File: src/rtl/aes_pkg.sv
// Shared AES byte-stream definitions: block size, byte type and the
// ShiftRows / InvShiftRows output-to-source index tables.
package aes_pkg;

  localparam int unsigned AES_BLK_BYTES = 16;

  typedef logic [7:0] byte_t;
  typedef logic [3:0] idx_t;

  // Entry k is the source byte index that produces output byte o_k.
  localparam idx_t AES_INV_SR_IDX [AES_BLK_BYTES] = '{
    4'd0,  4'd13, 4'd10, 4'd7,
    4'd4,  4'd1,  4'd14, 4'd11,
    4'd8,  4'd5,  4'd2,  4'd15,
    4'd12, 4'd9,  4'd6,  4'd3
  };

  localparam idx_t AES_FWD_SR_IDX [AES_BLK_BYTES] = '{
    4'd0,  4'd5,  4'd10, 4'd15,
    4'd4,  4'd9,  4'd14, 4'd3,
    4'd8,  4'd13, 4'd2,  4'd7,
    4'd12, 4'd1,  4'd6,  4'd11
  };

endpackage

File: src/rtl/aes_inv_shiftrows_stream_if.sv
// Byte-stream handshake bundle for the ShiftRows stage: input and output
// valid/ready channels plus the end-of-block marker.
interface aes_inv_shiftrows_stream_if;
  import aes_pkg::*;

  logic  in_valid;
  logic  in_ready;
  byte_t in_data;
  logic  out_valid;
  logic  out_ready;
  byte_t out_data;
  logic  out_last;

  modport slave (
    input  in_valid, in_data, out_ready,
    output in_ready, out_valid, out_data, out_last
  );

  modport master (
    output in_valid, in_data, out_ready,
    input  in_ready, out_valid, out_data, out_last
  );

endinterface

File: src/rtl/aes_byte_bank.sv
// 16x8 register bank: one synchronous write port, one combinational read port.
module aes_byte_bank
  import aes_pkg::*;
(
  input  logic  clk,
  input  logic  rst_n,
  input  logic  we,
  input  idx_t  waddr,
  input  byte_t wdata,
  input  idx_t  raddr,
  output byte_t rdata
);

  byte_t mem [AES_BLK_BYTES];

  always_ff @(posedge clk or negedge rst_n) begin
    if (!rst_n) begin
      for (int unsigned i = 0; i < AES_BLK_BYTES; i++) begin
        mem[i] <= '0;
      end
    end else if (we) begin
      mem[waddr] <= wdata;
    end
  end

  assign rdata = mem[raddr];

endmodule

File: src/rtl/aes_inv_shiftrows_stream.sv
// Byte-serial, ping-pong buffered (Inv)ShiftRows stage: a block is written
// in arrival order into one bank and read out permuted from the other.
module aes_inv_shiftrows_stream
  import aes_pkg::*;
#(
  parameter bit INVERSE = 1'b1
)
(
  input logic                          clk,
  input logic                          rst_n,
  input logic                          sync_clr,
  aes_inv_shiftrows_stream_if.slave    io
);

  logic       wr_bank;
  logic       rd_bank;
  idx_t       wr_cnt;
  idx_t       rd_cnt;
  logic [1:0] full;
  logic [1:0] full_nxt;

  logic       in_fire;
  logic       out_fire;
  logic       wr_done;
  logic       rd_done;
  logic [1:0] we;
  idx_t       rd_idx;
  byte_t      rdata0;
  byte_t      rdata1;
  byte_t      rdata_sel;

  assign io.in_ready  = ~full[wr_bank];
  assign io.out_valid = full[rd_bank];

  // sync_clr wins over both handshakes, so neither side advances that cycle.
  assign in_fire  = io.in_valid  & io.in_ready  & ~sync_clr;
  assign out_fire = io.out_valid & io.out_ready & ~sync_clr;
  assign wr_done  = in_fire  & (wr_cnt == 4'd15);
  assign rd_done  = out_fire & (rd_cnt == 4'd15);

  assign we[0] = in_fire & ~wr_bank;
  assign we[1] = in_fire &  wr_bank;

  assign rd_idx = INVERSE ? AES_INV_SR_IDX[rd_cnt] : AES_FWD_SR_IDX[rd_cnt];

  aes_byte_bank u_bank0 (
    .clk   (clk),
    .rst_n (rst_n),
    .we    (we[0]),
    .waddr (wr_cnt),
    .wdata (io.in_data),
    .raddr (rd_idx),
    .rdata (rdata0)
  );

  aes_byte_bank u_bank1 (
    .clk   (clk),
    .rst_n (rst_n),
    .we    (we[1]),
    .waddr (wr_cnt),
    .wdata (io.in_data),
    .raddr (rd_idx),
    .rdata (rdata1)
  );

  assign rdata_sel   = rd_bank ? rdata1 : rdata0;
  assign io.out_data = io.out_valid ? rdata_sel : '0;
  assign io.out_last = io.out_valid & (rd_cnt == 4'd15);

  // Write and read always target different banks, so both updates can land.
  always_comb begin
    full_nxt = full;
    if (wr_done) full_nxt[wr_bank] = 1'b1;
    if (rd_done) full_nxt[rd_bank] = 1'b0;
  end

  always_ff @(posedge clk or negedge rst_n) begin
    if (!rst_n) begin
      wr_bank <= 1'b0;
      rd_bank <= 1'b0;
      wr_cnt  <= '0;
      rd_cnt  <= '0;
      full    <= '0;
    end else if (sync_clr) begin
      wr_bank <= 1'b0;
      rd_bank <= 1'b0;
      wr_cnt  <= '0;
      rd_cnt  <= '0;
      full    <= '0;
    end else begin
      if (in_fire) begin
        wr_cnt <= wr_cnt + 4'd1;
        if (wr_done) wr_bank <= ~wr_bank;
      end
      if (out_fire) begin
        rd_cnt <= rd_cnt + 4'd1;
        if (rd_done) rd_bank <= ~rd_bank;
      end
      full <= full_nxt;
    end
  end

endmodule

File: src/flat_wrapper.sv
// flat-port wrapper written by rule: the top's interface ports become plain ports
module aes_inv_shiftrows_stream_flat import aes_pkg::*;
#(
  parameter bit INVERSE = 1'b1
)
  (clk, rst_n, sync_clr, io_in_valid, io_in_data, io_out_ready, io_in_ready, io_out_valid, io_out_data, io_out_last);
  aes_inv_shiftrows_stream_if io_i ();
  input logic clk;
  input logic rst_n;
  input logic sync_clr;
  input wire logic [$bits(io_i.in_valid)-1:0] io_in_valid;
  input wire logic [$bits(io_i.in_data)-1:0] io_in_data;
  input wire logic [$bits(io_i.out_ready)-1:0] io_out_ready;
  output wire logic [$bits(io_i.in_ready)-1:0] io_in_ready;
  output wire logic [$bits(io_i.out_valid)-1:0] io_out_valid;
  output wire logic [$bits(io_i.out_data)-1:0] io_out_data;
  output wire logic [$bits(io_i.out_last)-1:0] io_out_last;
  assign io_i.in_valid = io_in_valid;
  assign io_i.in_data = io_in_data;
  assign io_i.out_ready = io_out_ready;
  assign io_in_ready = io_i.in_ready;
  assign io_out_valid = io_i.out_valid;
  assign io_out_data = io_i.out_data;
  assign io_out_last = io_i.out_last;
  aes_inv_shiftrows_stream #(.INVERSE(INVERSE)) u_core (.clk(clk), .rst_n(rst_n), .sync_clr(sync_clr), .io(io_i));
endmodule
File: config.mk
export PLATFORM = sky130hd
export DESIGN_NAME = aes_inv_shiftrows_stream_flat
export DESIGN_NICKNAME = d
export VERILOG_FILES = /design/src/rtl/aes_pkg.sv /design/src/rtl/aes_inv_shiftrows_stream_if.sv /design/src/rtl/aes_byte_bank.sv /design/src/rtl/aes_inv_shiftrows_stream.sv /design/src/flat_wrapper.sv
export SDC_FILE = /design/constraint.sdc
export NUM_CORES = 1
export LEC_CHECK = 0
export ABC_AREA = 1
export BUFFER_PORTS_ARGS = -buffer_cell sky130_fd_sc_hd__clkbuf_2
export CAP_MARGIN = 40
export CORE_MARGIN = 8
export CORE_UTILIZATION = 40
export CTS_CLUSTER_DIAMETER = 60
export DETAILED_ROUTE_END_ITERATION = 10
export PLACE_DENSITY = 0.6
export RECOVER_POWER = 50
export SLEW_MARGIN = 20
export SYNTH_ARGS = -nofsm -noshare
export SYNTH_HDL_FRONTEND = slang
export SYNTH_HIERARCHICAL = 1
export SYNTH_SLANG_ARGS = --single-unit
File: constraint.sdc
create_clock -name clk -period 2.1 [get_ports clk]
set_clock_uncertainty 0.1 [all_clocks]
set_input_delay 0.315 -clock clk [delete_from_list [all_inputs] [get_ports clk]]
set_output_delay 0.315 -clock clk [all_outputs]
set_load 0.005 [all_outputs]
Word-level counts from Yosys, hierarchy flattened:

Memories as Yosys holds them, arrays and structs flattened.
Index checks and enable logic that the tools add are counted.

* output and inout bits: 11
* memories: 1
* memory bits (read-only): 64
* bits in registers: 268
* latch bits: 0
* logic and storage cells: 113
* RAM bits: 0

Memory list
* (name not given): depth 16, bits a word 4, rd ports 1, clocked after memory_dff 0, write ports 0, line aes_inv_shiftrows_stream.sv:44 `assign rd_idx = INVERSE ? AES_INV_SR_IDX[rd_cnt] : AES_FWD_SR_IDX[rd_cnt];`

* reduce and logical (&&, ||, !) cells: 9
* shift operators: 0
* bitwise logic cells: 19
* muxes and demuxes: 35
* divide/modulo/power cells: 0
* order comparisons: 8
* multipliers: 0
* equality and inequality tests: 2
* $add $sub $neg: 2

Operators with widths (count)
* $bwmux 128: 2
* $bmux 8 s4: 2
* $mux 8: 7
* $demux 8 s4: 1
* $mux 4: 6
* $ge 5x5->1 const B: 3
* $not 4->5: 3
* $mux 1: 12
* $and 1x1->1: 9
* $add 4x1->4 const B: 2
* $eq 4x4->1 const B: 2
* $reduce_bool 2->1: 4
* $mux 2: 3
* $lt 5x1->1 const B: 1
* $lt 1x2->1 const B: 2
* $not 1->1: 4
* $reduce_and 2->1: 2
* $logic_and 1x1->1: 3
* $and 2x2->2: 1
* $demux 1 s1: 2
* $ge 1x1->1 const B: 2
* $not 2->2: 1
* $or 2x2->2: 1

Depth between registers and ports, before layout:

* word-level depth: 10
* depth in mapped cells: 13
* depth with buffers taken out: 11

Hierarchy:

Netlist, hierarchy kept.

By module, submodules not included
* aes_byte_bank: area each 6271.0 µm², cells each 850, times used 2
* aes_inv_shiftrows_stream: area each 910.9 µm², cells each 132, times used 1

Worst setup path before layout:

No wires, ideal clock.

* kind: register to output
* start point: register u_core.rd_cnt[0]
* end point: output io_out_data[0]
* path buffers: 1
* required time: 1.685 ns
* cell stages (with the launch flop): 13
* setup slack: -0.111 ns
* arrival time: 1.796 ns
* cell sequence: dfrtp_1 ha_1 nand2_1 o21ai_0 xor2_1 buf_1 inv_1 nand3_1 nand2_1 nand2_1 nand2_1 nand2_1 inv_1

* cells in the longest elaborated chain, start to end: 10
* elaborated cells between the ends (all ways): 13
* classes of those cells: 10 x mux; 2 x bitwise; 1 x memory

Ends and longest elaborated chain
* start: declaration: line aes_inv_shiftrows_stream.sv:18 `idx_t rd_cnt;`
* start signal: assignment: line aes_inv_shiftrows_stream.sv:96 `rd_cnt <= rd_cnt + 4'd1;`
* $not 4->5 (implied by the code): line aes_inv_shiftrows_stream.sv:44
* $mem_v2 16x4
* $mux 4 (implied by the code) (2 in a row): line aes_inv_shiftrows_stream.sv:44
* via u_core.rd_idx[3]: line aes_inv_shiftrows_stream.sv:27 `idx_t rd_idx;`
* $not 4->5 (implied by the code): line aes_byte_bank.sv:26 `assign rdata = mem[raddr];`
* $bmux 8 s4: line aes_byte_bank.sv:26
* $mux 8 (implied by the code) (2 in a row): line aes_byte_bank.sv:26
* via u_core.rdata1[0]: line aes_inv_shiftrows_stream.sv:29 `byte_t rdata1;`
* $mux 8: line aes_inv_shiftrows_stream.sv:66 `assign rdata_sel = rd_bank ? rdata1 : rdata0;`
* $mux 8: line aes_inv_shiftrows_stream.sv:67 `assign io.out_data = io.out_valid ? rdata_sel : '0;`
* end: declaration: line flat_wrapper.sv:16 `output wire logic [$bits(io_i.out_data)-1:0] io_out_data;`

The timed path passes the listed nets, and every way through them passes these cells. The select of a mux whose other input is x is not followed.

Worst setup path after layout:

Ends and elaborated chain as after synthesis.

==> results.toml <==
[run_status]
status = "finished with violations"
violations = "setup timing"

[synth]
synth_edf_count = 0
yosys.area.top_type = "dfrtp_1"
ys_async_sr_fraction_pct = 100
synth-seq-cells = 268
synth_area_um2 = 13500
synthTopCellsByArea = "dfrtp_1 50%, nand2_1 17%, o21ai_0 9.9%"
synth_top_area_share_pct = 49.9
postSynthAreaPerCell_um2 = 7.34
synth_cells = 1832
ys_types = 29
synth.most_common_cell = "nand2_1"
yosysSeqAreaShare_pct = 49.9
synthTopCellsByCount = "594 x nand2_1, 290 x inv_1, 268 x dfrtp_1, 265 x o21ai_0, 244 x nand3_1"
yosys_most_used_dff = "dfrtp_1"
syn_nets = 1847
ys_warn_count = 6

[clock_network]
cts.sinks = 268
insertion_delay_ps = 570
cts_root_buf = "clkbuf_16"
cts_buffer_depth = 3
cts_tree = "yes"
cts_buffers = 31
htreeDepth = 1
clk_pin_slew_ps = 60

[placed_design]
place_ws_ps = -381
dp_cells = 2293
detailed_place.area_um2 = 14700
dpl.hpwl_mm = 27.3
portBuffers = 23
gp_congestion = 0.872

[sta]
fin_crit_sh_pct = 141
rsz0062_at_grt = "yes"
setup_viol = 9
fin_tns_setup_ps = -6760
max-slew-margin-rel_pct = 1.51
hold_violations = 0
tightest_slew_ps = 1480
hold_ws_ps = 39.7
worst_slack_ps = -855
period_needed_ps = 2950
report.final.slew_viol_count = 0
fmax_mhz = 338

[worst_setup_path]
arrival_ps = 2540
cp.required_ps = 1680
crit_path_start_kind = "register"
critPathKind = "reg2out"
endpoint_kind = "output pin"
crit_path_max_fanout = 8

[final_layout]
n_antenna_cell = 0
fin_area_um2 = 16400
fillers = 3296
area_delta_synth_final_pct = 22.0
finalNonFillerCells = 2373
nets = 1917
layout-drive-gt1-share_pct = 14.8

[floorplan]
rows = 67
initial_core_util_pct = 40.3
num_io_pins = 24
dieHeight_um = 199
core_um2 = 33400
fp.dieW_um = 199
die-area_um2 = 39800

[detailed_routing]
post_drt_via_cell_ratio = 5.06
drc_errors = 0
dr.first_iter.drc_count = 1045
first_pass_iters = 5
routedWlPerCell_um = 17.2
postRouteAntennaNets = 0
num_vias = 12018
wl_mm = 40.8

[grt]
antenna_found_initial = 0
grt_pass1_wl_mm = 64.5
grt_pass1_vias = 11446
grt_usage_pct = 20.6
grt_max_degree = 66
gr-total-overflow = 0

[worst_hold_path]
min_path_type = "in2reg"

[power_and_ir_drop]
cellLeakagePower_nw = 7.85
cellPowerDensity_nw_per_um2 = 764
peakVddDrop_mv = 0.590

[job]
drv_cap = 0
==> power breakdown <==
| part | switching (W) | internal, W | total (W) | leakage [nW] |
|---|---|---|---|---|
| clock network | 0.00218 | 0.00314 | 0.00532 | 0.502 |
| logic | 0.00113 | 0.000641 | 0.00177 | 4.31 |
| registers | 0.000109 | 0.00535 | 0.00546 | 3.04 |
| total | 0.00342 | 0.00913 | 0.0126 | 7.85 |
==> per-stage QoR <==
step / total power, W / utilization [%]
final: 0.0126 / 49.2
after global routing: 0.0130 / 49.2
after CTS: 0.0125 / 48.0
after detailed placement: 0.00708 / 44.1
after global placement: 0.00708 / 44.1
after floorplan: 0.00639 / -
==> kinds of logic after synthesis <==
kind of cell / share of synthesized area, %
buf+inv: 11.6
flops: 49.9
compound gates: 10.1
xor+xnor: 0.260
simple gates: 28.0
fa+ha+maj: 0.186
==> sequential cells by signal, indices dropped and copies added, names as in the netlist <==
signal,count
u_core/full,2
u_core/u_bank1/mem,128
u_core/wr_cnt,4
u_core/u_bank0/mem,128
u_core/wr_bank,1
u_core/rd_bank,1
u_core/rd_cnt,4
==> cells in the final DEF, fill, tap and decap left out, types with 2 or more instances in the layout <==
| master | instances |
|---|---|
| buf_16 | 2 |
| clkbuf_2 | 17 |
| xor2_1 | 2 |
| clkinv_2 | 6 |
| dfrtp_1 | 265 |
| buf_6 | 17 |
| clkbuf_16 | 34 |
| clkinvlp_4 | 3 |
| dlygate4sd3_1 | 4 |
| nand3_1 | 209 |
| buf_12 | 24 |
| or2_2 | 5 |
| nor2_1 | 20 |
| nand4_1 | 5 |
| dfrtp_2 | 2 |
| nand2_2 | 18 |
| bufinv_16 | 2 |
| nor2_2 | 9 |
| inv_4 | 2 |
| buf_4 | 68 |
| buf_2 | 2 |
| nand3_2 | 32 |
| inv_2 | 9 |
| inv_1 | 280 |
| o21ai_0 | 264 |
| clkbuf_8 | 9 |
| nand3_4 | 4 |
| nor3_2 | 4 |
| nor2_4 | 5 |
| clkbuf_1 | 7 |
| inv_6 | 2 |
| nand2_1 | 577 |
| a21oi_1 | 2 |
==> final timing paths <==
check	from	to	slack (ps)	cells past startpoint
max	u_core/rd_cnt[0]$_DFFE_PN0P_	io_out_data[0]	-850	13
min	io_in_data[6]	u_core/u_bank1/mem[38]$_DFFE_PN0P_	40	3
max reg2reg	u_core/wr_bank$_DFFE_PN0P_	u_core/u_bank0/mem[51]$_DFFE_PN0P_	120	11
min reg2reg	u_core/u_bank1/mem[100]$_DFFE_PN0P_	u_core/u_bank1/mem[100]$_DFFE_PN0P_	380	2
max in group asynchronous	rst_n	u_core/u_bank0/mem[24]$_DFFE_PN0P_	80	3
min in group asynchronous	rst_n	u_core/u_bank0/mem[30]$_DFFE_PN0P_	650	2
==> area by class of cell <==
| type | count | area, µm² | area share, % |
|---|---|---|---|
| sequential | 268 | 6710 | 40.9 |
| multi-input combinational | 1166 | 5500 | 33.5 |
| timing repair buffer | 139 | 1490 | 9.09 |
| inverter | 296 | 1150 | 7.03 |
| clock buffer | 47 | 926 | 5.64 |
| tap | 448 | 561 | 3.41 |
| clock inverter | 9 | 77.6 | 0.472 |
==> critical path: stages (launching register included) <==
cell and delay (ps):
dfrtp_4 510, ha_4 290, nand2_2 50, o21ai_2 50, xor2_1 200, buf_6 200, buf_6 140, nand3_1 90
nand2_1 70, nand2_1 50, nand2_1 60, nand2_2 90, inv_2 70, buf_6 90
==> per-layer routing <==
metal | vias up | track usage (%) | wire, µm
met5 | - | 0 | 0
met3 | 120 | 3.82 | 2680
li1 | 5831 | - | -
met4 | 0 | 9.13 | 1920
met2 | 419 | 32.9 | 18800
met1 | 5648 | 27.2 | 17400
==> repair_timing <==
action,in CTS,in global routing
setup endpoints to repair,9,138
resized for setup,37,67
cloned,1,3
hold buffers,4,0
setup buffers,8,8
pin swaps,16,34
endpoints found under the hold margin,273,0
Note: power is estimated with default switching activity, not from simulation.
